## config.mk

```make
export PLATFORM = sky130hd
export DESIGN_NAME = pietoni_request_latch
export DESIGN_NICKNAME = d
export VERILOG_FILES = /design/src/rtl/pietoni_request_latch.sv
export SDC_FILE = /design/constraint.sdc
export NUM_CORES = 1
export LEC_CHECK = 0
export ABC_AREA = 1
export CAP_MARGIN = 20
export CORE_AREA = 2 2 64 127
export DETAILED_ROUTE_END_ITERATION = 8
export DIE_AREA = 0 0 66 129
export GPL_TIMING_DRIVEN = 0
export PLACE_DENSITY = 0.65
export SETUP_SLACK_MARGIN = 0.05
export SLEW_MARGIN = 5
export SYNTH_ARGS = -nofsm -noshare
export SYNTH_HDL_FRONTEND = slang
export SYNTH_SLANG_ARGS = --single-unit
```

## constraint.sdc

```tcl
create_clock -name clk -period 3.4 [get_ports clk]
set_clock_uncertainty 0.2 [all_clocks]
set_input_delay 0.34 -clock clk [delete_from_list [all_inputs] [get_ports clk]]
set_output_delay 0.34 -clock clk [all_outputs]
set_load 0.05 [all_outputs]
```

## src/rtl/pietoni_request_latch.sv

```systemverilog
// Pedestrian push-button front end: 2-flop sync, debounce and rising-edge detect per direction,
// then a pending-request latch cleared by the controller's pedestrian green or by service mode.
module pietoni_request_latch #(
    parameter int DEBOUNCE_CYCLES = 4,
    parameter int CNT_W           = 8
) (
    input  logic             clk,
    input  logic             rst,
    input  logic [3:0]       btn_raw_i,
    input  logic [3:0]       verde_pietoni_i,
    input  logic             service_i,
    output logic [3:0]       pietoni_btn_o,
    output logic [3:0]       served_o,
    output logic [CNT_W-1:0] req_count_o
);

    localparam logic [CNT_W-1:0] DEB_LIMIT = CNT_W'(DEBOUNCE_CYCLES);
    localparam logic [CNT_W-1:0] CNT_ONE   = {{(CNT_W-1){1'b0}}, 1'b1};
    localparam logic [CNT_W:0]   CNT_MAX   = {1'b0, {CNT_W{1'b1}}};

    logic [3:0]       s1_r;
    logic [3:0]       s2_r;
    logic [3:0]       deb_r;
    logic [3:0]       deb_prev_r;
    logic [3:0]       press_r;
    logic [3:0]       verde_prev_r;
    logic [3:0]       latch_r;
    logic [3:0]       served_r;
    logic [CNT_W-1:0] cnt_r [4];
    logic [CNT_W-1:0] req_count_r;

    logic [3:0]       deb_next_s;
    logic [3:0]       latch_next_s;
    logic [3:0]       served_next_s;
    logic [CNT_W-1:0] cnt_next_s [4];
    logic [2:0]       new_req_s;
    logic [CNT_W:0]   sum_s;
    logic [CNT_W-1:0] req_count_next_s;

    // Per-channel debounce and request-latch next state; service beats green beats press.
    always_comb begin
        deb_next_s    = deb_r;
        latch_next_s  = latch_r;
        served_next_s = 4'b0000;
        new_req_s     = 3'd0;
        for (int k = 0; k < 4; k++) begin
            cnt_next_s[k] = '0;
            if (s2_r[k] == deb_r[k]) begin
                cnt_next_s[k] = '0;
            end else if ((cnt_r[k] + CNT_ONE) == DEB_LIMIT) begin
                deb_next_s[k] = s2_r[k];
                cnt_next_s[k] = '0;
            end else begin
                cnt_next_s[k] = cnt_r[k] + CNT_ONE;
            end

            if (service_i) begin
                latch_next_s[k] = 1'b0;
            end else if (verde_pietoni_i[k] && !verde_prev_r[k]) begin
                served_next_s[k] = latch_r[k];
                latch_next_s[k]  = 1'b0;
            end else if (press_r[k] && !verde_pietoni_i[k]) begin
                if (!latch_r[k]) begin
                    new_req_s = new_req_s + 3'd1;
                end else begin
                    new_req_s = new_req_s;
                end
                latch_next_s[k] = 1'b1;
            end else begin
                latch_next_s[k] = latch_r[k];
            end
        end

        // Widened by one bit so the saturation test sees any overflow.
        sum_s = {1'b0, req_count_r} + {{(CNT_W-2){1'b0}}, new_req_s};
        if (sum_s > CNT_MAX) begin
            req_count_next_s = CNT_MAX[CNT_W-1:0];
        end else begin
            req_count_next_s = sum_s[CNT_W-1:0];
        end
    end

    // State registers; reset drops every in-flight debounce and pending request.
    always_ff @(posedge clk) begin
        if (rst) begin
            s1_r         <= 4'b0000;
            s2_r         <= 4'b0000;
            deb_r        <= 4'b0000;
            deb_prev_r   <= 4'b0000;
            press_r      <= 4'b0000;
            verde_prev_r <= 4'b0000;
            latch_r      <= 4'b0000;
            served_r     <= 4'b0000;
            req_count_r  <= '0;
            for (int k = 0; k < 4; k++) begin
                cnt_r[k] <= '0;
            end
        end else begin
            s1_r         <= btn_raw_i;
            s2_r         <= s1_r;
            deb_r        <= deb_next_s;
            deb_prev_r   <= deb_r;
            press_r      <= deb_r & ~deb_prev_r;
            verde_prev_r <= verde_pietoni_i;
            latch_r      <= latch_next_s;
            served_r     <= served_next_s;
            req_count_r  <= req_count_next_s;
            for (int k = 0; k < 4; k++) begin
                cnt_r[k] <= cnt_next_s[k];
            end
        end
    end

    assign pietoni_btn_o = latch_r;
    assign served_o      = served_r;
    assign req_count_o   = req_count_r;

endmodule

```

Word level (Yosys, flattened, before mapping)

Memory sizes are Yosys's and may differ from the RTL's.
Cells that the tools add are included.

Register bits after elaboration: 40
RAM bits: 32
Bits of input ports: 11
Output and inout bits: 16
Word-level logic and storage cells: 110
Memories: 1

Memories:

| memory | depth | bits a word | rd ports | clocked after memory_dff | wr ports | RTL line | RTL |
|---|---|---|---|---|---|---|---|
| cnt_r  | 4     | 8           | 4        | 0                        | 4        | 29       | `logic [CNT_W-1:0] cnt_r [4];` |

$add $sub $neg: 8
Order comparisons: 1
Equal/unequal tests: 8
Multiplexer cells: 32
Bitwise gates (word level): 14
Reduce and logical (&&, ||, !) cells: 28

Operator list:

| cell                                                                  | number |
|---|---|
| 8-bit two-way mux                                                     | 13 |
| 3-bit two-way mux                                                     | 12 |
| 8-bit by 1-bit adder with 8-bit output (second input constant)        | 4 |
| 8-bit by 3-bit == test with 1-bit output (second input constant)      | 4 |
| 3-bit OR reduction                                                    | 8 |
| 3-bit by 1-bit adder with 3-bit output (second input constant)        | 3 |
| 8-bit by 3-bit adder with 9-bit output                                | 1 |
| 9-bit by 8-bit > comparator with 1-bit output (second input constant) | 1 |
| 1-bit logical AND                                                     | 8 |
| 1-bit logical NOT                                                     | 8 |
| 1-bit NOT                                                             | 8 |
| 2-bit AND reduction                                                   | 4 |
| 1-bit two-way mux                                                     | 7 |
| 4-bit bitwise AND                                                     | 1 |
| 1-bit == test                                                         | 4 |
| 4-bit NOT                                                             | 1 |
| 1-bit OR                                                              | 4 |

Depth between registers and ports, before layout

Gate-level depths: netlist of run 1.

Depth after elaboration: 23
Gate-level depth with buffers: 23
Mapped depth without buffers: 23

Worst setup path before layout of run 1

OpenSTA, ideal clock, no wires.

Kind: reg2reg
From: reg latch_r[0], in the netlist pietoni_btn_o[0]
To: reg req_count_r[7], in the netlist req_count_o[7]
Library setup time: 113 ps
Arrival time: 3644 ps
Required time: 3087 ps
Path slack: -557 ps
Cell stages (with the launch flop): 22
Path buffers: 0
Clock period less this slack: 3957 ps
Cells stage by stage: dfxtp_1 -> inv_1 -> nand2_1 -> nor2_1 -> ha_1 -> or2_2 -> nand2_1 -> nor2_1 -> ha_1 -> o21ai_0 -> nor2_1 -> ha_1 -> or2_2 -> nand3_1 -> inv_1 -> ha_1 -> nand3_1 -> nand3_1 -> nand3_1 -> nand3b_1 -> nor2_1 -> nor2_1

Longest elaborated chain between the ends: 22

RTL lines:

| item                                          | RTL line | RTL |
|---|---|---|
| from (decl)                                   | 27       | `logic [3:0] latch_r;` |
| from (signal assigned)                        | 105      | `latch_r <= latch_next_s;` |
| 1-bit two-way mux (*)                         | 63       | `if (!latch_r[k]) begin` |
| 1-bit two-way mux (*)                         | 62       | `end else if (press_r[k] && !verde_pietoni_i[k]) begin` |
| 1-bit two-way mux (*)                         | 59       | `end else if (verde_pietoni_i[k] && !verde_prev_r[k]) begin` |
| 1-bit two-way mux (*)                         | 57       | `if (service_i) begin` |
| 3-bit by 1-bit adder with 3-bit output        | 64       | `new_req_s = new_req_s + 3'd1;` |
| 3-bit two-way mux                             | 63       |  |
| 3-bit two-way mux                             | 62       |  |
| 3-bit two-way mux                             | 59       |  |
| (+6 left out)                                 | n/a      |  |
| 3-bit by 1-bit adder with 3-bit output        | 64       |  |
| 3-bit two-way mux                             | 63       |  |
| 3-bit two-way mux                             | 62       |  |
| 3-bit two-way mux                             | 59       |  |
| 3-bit two-way mux (*)                         | 57       |  |
| 8-bit by 3-bit adder with 9-bit output (*)    | 75       | `sum_s = {1'b0, req_count_r} + {{(CNT_W-2){1'b0}}, new_req_s};` |
| 9-bit by 8-bit > comparator with 1-bit output | 76       | `if (sum_s > CNT_MAX) begin` |
| 8-bit two-way mux (*)                         | 76       |  |
| to (signal assigned)                          | 107      | `req_count_r <= req_count_next_s;` |
| to (decl)                                     | 30       | `logic [CNT_W-1:0] req_count_r;` |

Every way passes the cells marked *; elsewhere a longest branch is shown, timed or not.
A chain may end at the register's enable or synchronous reset.

Worst setup path in the final report of run 1

From: reg press_r[0]
To: reg req_count_r[3], in the netlist req_count_o[3]

Longest elaborated chain between the ends: 22

RTL lines:

| item                                          | RTL line | RTL |
|---|---|---|
| from (decl)                                   | 25       | `logic [3:0] press_r;` |
| from (signal assigned)                        | 103      | `press_r <= deb_r & ~deb_prev_r;` |
| 1-bit logical AND (*)                         | 62       |  |
| 1-bit two-way mux (*)                         | 62       |  |
| 1-bit two-way mux (*)                         | 59       |  |
| 1-bit two-way mux (*)                         | 57       |  |
| 3-bit by 1-bit adder with 3-bit output        | 64       |  |
| 3-bit two-way mux                             | 63       |  |
| 3-bit two-way mux                             | 62       |  |
| 3-bit two-way mux                             | 59       |  |
| (+6 left out)                                 | n/a      |  |
| 3-bit by 1-bit adder with 3-bit output        | 64       |  |
| 3-bit two-way mux                             | 63       |  |
| 3-bit two-way mux                             | 62       |  |
| 3-bit two-way mux                             | 59       |  |
| 3-bit two-way mux (*)                         | 57       |  |
| 8-bit by 3-bit adder with 9-bit output (*)    | 75       |  |
| 9-bit by 8-bit > comparator with 1-bit output | 76       |  |
| 8-bit two-way mux (*)                         | 76       |  |

Marks and branches as above.

==> results.md, run 1 <==
- Worst vdd ir: 247.9 µV
- Die height: 129 µm
- Fmax: 280.9 MHz
- Post-synth cell types: 36
- CP top delay family: simple AND/OR/NAND/NOR gates
- Core ar.: 7545 µm²
- WP buf/inv: 5
- Largest net degree at the start of global routing: 15
- Synthesized cell area: 3316 µm²
- Fillers: 708
- Post-Synthesis Cells: 432
- Hpwl dp: 4655 µm
- Nets: 498
- Initial antenna violation count: 0
- Vias/cell: 4.826
- Drt wl/cell: 11.38 µm
- Area leader, netlist: dfxtp_1
- Commonest non-fill, non-tap cell in the layout: dfxtp_1
- Clock-pin slew on the worst setup and hold paths: 0.06 ns
- Detailed-route via count: 2775
- Critical path's largest stage delay: 0.32 ns
- Failing checks: setup timing
- Ant. Diodes: 0
- Period minus WS final: 3.559 ns
- Row cnt: 45
- Grt total ovfl: 0
- Initial DRC count: 70
- Most frequent cells in the layout: dfxtp_1 (69), inv_1 (64), nand2_1 (64), nor2_1 (60), clkdlybuf4s50_1 (23)
- First-pass GRT wire length: 10900 µm
- Worst setup path start: press_r[0]
- CTS tree: yes
- Slowest CP cell: dfxtp_2
- Die area: 8514 µm²
- Drt total wl: 6541 µm
- YS warnings: 0
- CP Data Required Time: 3.44 ns
- Synth top area cells: dfxtp_1 (43%), nand2_1 (7.9%), inv_1 (7.8%)
- CP Capture Type: flop
- Die W: 66 µm
- Worst r2r src: press_r[0]
- PortBufs: 25
- Final Non-Filler Cells: 575
- DR DRC count: 0
- WS Path Type: reg -> reg
- Max H-tree Level: 3
- Multi-input logic area: 1780 µm²
- Period utilization: 104.7%
- Pleak: 1.630 nW
- GP Congestion: 0.7727
- Number of synthesized register bits: 72
- CP Max Fanout: 4
- Status: complete, but fails checks
- Cell Pwr Density: 427.5 nW/µm²
- Post-Place Worst Slack: -0.7915 ns
- Share of cells above drive strength 1: 23.70%
- CTS Hold Buffers Added: 0
- Slew HR: 63.53%
- Seq/Total Area, Yosys: 43.47%
- Critical Path AT: 3.60 ns
- Slew Viols, Final: 0
- Insertion delay to the later sink of the worst-skew pair: 0.34 ns
- RSZ-0062 raised after global routing: true
- CP cell instances: inv_2 > nor2_4 > nand2_2 > nor2_2 > ha_1 > or2_4 > nand2_4 > nor2_2 > ha_1 > o21ai_2 > nor2_1 > ha_2 > inv_2 > o21a_1 > nor3_4 > ha_4 > nand3_4 > nand3_4 > buf_4 > buf_6 > nand2_2 > nand3_2 > nand2_1 > inv_1
- Worst min-delay path startpoint: rst
- ANT nets after route: 0
- Global Route Usage Sum: 16.71%
- Crit start category: flop
- Total CTS buffers: 9
- HP Class: in -> reg
- Area Growth Syn to Fin: 28.15%
- Final WS setup: -0.1594 ns
- Synth top area share: 43.47%
- Sequential cell area: 1450 µm²
- # setup viols final: 4
- Clk sinks: 72
- Slew @ Worst Pin: 0.5470 ns
- Vias in the first global route: 2665
- # IOs: 27
- CTS root buffer: clkbuf_16
- Detailed Routing Iterations Pass 1: 4
- Fin. Hold Viols: 0
- Synthesized area per cell: 7.675 µm²
- Placed Cells incl. Taps: 551
- Clk buf depth: 2
- Number of max-cap violations: 0
- Initial Util: 43.95%
- Total nets after synthesis: 454
final timing paths:
kind	cells after the start	slack, ns	endpoint
hold / removal	2	0.08	req_count_o[4]
setup / recovery	24	-0.16	req_count_o[3]
setup reg to reg	24	-0.16	req_count_o[3]
hold reg to reg	1	0.19	press_r[0]
synth_stat cells:
| cell type | instances |
|---|---|
| dfxtp_1 | 72 |
| nand2_1 | 70 |
| inv_1 | 69 |
| nor2_1 | 63 |
| nand3_1 | 27 |
| a21oi_1 | 13 |
| nor3_1 | 13 |
| nor2_2 | 12 |
| o21ai_0 | 11 |
| a21oi_2 | 10 |
| ha_1 | 10 |
| nand2_2 | 9 |
| xnor2_1 | 7 |
| nor2_4 | 6 |
| xor2_1 | 5 |
| nand4_1 | 4 |
| inv_2 | 3 |
| nand2_4 | 3 |
| nand3b_1 | 3 |
| nor4_1 | 3 |
| or2_2 | 3 |
| nand3_2 | 2 |
| a211oi_1 | 1 |
| buf_1 | 1 |
| buf_2 | 1 |
| buf_4 | 1 |
| clkbuf_1 | 1 |
| fa_1 | 1 |
| nand2_8 | 1 |
| nor3_2 | 1 |
| o21a_1 | 1 |
| o21ai_1 | 1 |
| o21ai_2 | 1 |
| o21ai_4 | 1 |
| o21bai_1 | 1 |
| o22ai_1 | 1 |
where the power goes:
group	internal [W]	switching [W]	total, W
combinational	0.0000179	0.0000294	0.0000474
clock	0.000544	0.000371	0.000915
sequential	0.000851	0.00000364	0.000854
metrics by stage:
step	setup TNS, ns	utilization (%)	hold WS [ns]	instance area, µm²	power (W)
2_1_floorplan	0	-	0.1732	3347	0.0008995
3_3_place_gp	-4.843	49.24	0.1764	3715	0.0009190
3_5_place_dp	-5.374	49.24	0.1839	3715	0.0009200
4_1_cts	-0.2956	55.41	0.07292	4180	0.001840
5_1_grt	-1.545	56.32	0.09082	4249	0.001880
6_report	-0.3699	56.32	0.08057	4249	0.001816
metal layers:
metal | vias to the layer above | global-route usage [%] | share of wire, %
met5 | - | 0 | 0
met4 | 0 | 10.44 | 3.4
met3 | 20 | 3.671 | 2.7
met2 | 36 | 32.09 | 56
met1 | 1277 | 15.03 | 38
li1 | 1442 | - | -
repair_timing:
| item | CTS | global route |
|---|---|---|
| cloned | 0 | 0 |
| setup endpoints to repair | 8 | 8 |
| pin swaps | 12 | 6 |
| setup buffers | 7 | 1 |
| endpoints found under the hold margin | 0 | 0 |
| gates resized for setup | 31 | 11 |
logic make-up after synthesis:
| family | share of synthesized area [%] |
|---|---|
| simple gates | 32.19 |
| flops | 43.47 |
| fa+ha+maj | 4.377 |
| compound gates | 8.038 |
| buf+inv | 8.754 |
| xor+xnor | 3.170 |
final cells by class:
class | instances | share of cell area, %
clock buffers | 10 | 5.889
repair buffers | 33 | 7.332
multi-input cells | 284 | 41.90
flip-flops and latches | 72 | 34.13
well taps | 94 | 2.768
inverters | 72 | 6.360
plain buffers | 4 | 0.4711
clock inverters | 6 | 1.148
registers in the layout, indices dropped and copies added (netlist names):
register / cells
press_r: 4
verde_prev_r: 4
served_o: 4
deb_prev_r: 4
cnt_r: 32
deb_r: 4
pietoni_btn_o: 4
s2_r: 4
s1_r: 4
req_count_o: 8
worst register-to-register path: stages, from the launching register on:
cell,delay [ns]
dfxtp_2,0.32
inv_2,0.04
nor2_4,0.11
nand2_2,0.08
nor2_2,0.08
ha_1,0.22
or2_4,0.25
nand2_4,0.06
nor2_2,0.03
ha_1,0.29
o21ai_2,0.06
nor2_1,0.13
ha_2,0.19
inv_2,0.04
o21a_1,0.19
nor3_4,0.24
ha_4,0.27
nand3_4,0.10
nand3_4,0.08
buf_4,0.14
buf_6,0.10
nand2_2,0.05
nand3_2,0.07
nand2_1,0.06
inv_1,0.03
Power figures use the tool's default switching activity.
==> inputs of run 2 (changes only) <==
--- a/config.mk
+++ b/config.mk
@@ -6,7 +6,7 @@
 export NUM_CORES = 1
 export LEC_CHECK = 0
 export ABC_AREA = 1
-export CAP_MARGIN = 20
+export CAP_MARGIN = 10
 export CORE_AREA = 2 2 64 127
 export DETAILED_ROUTE_END_ITERATION = 8
 export DIE_AREA = 0 0 66 129
==> results of run 2 <==
No change in the layout: final DEF, timing and power equal those of run 1.
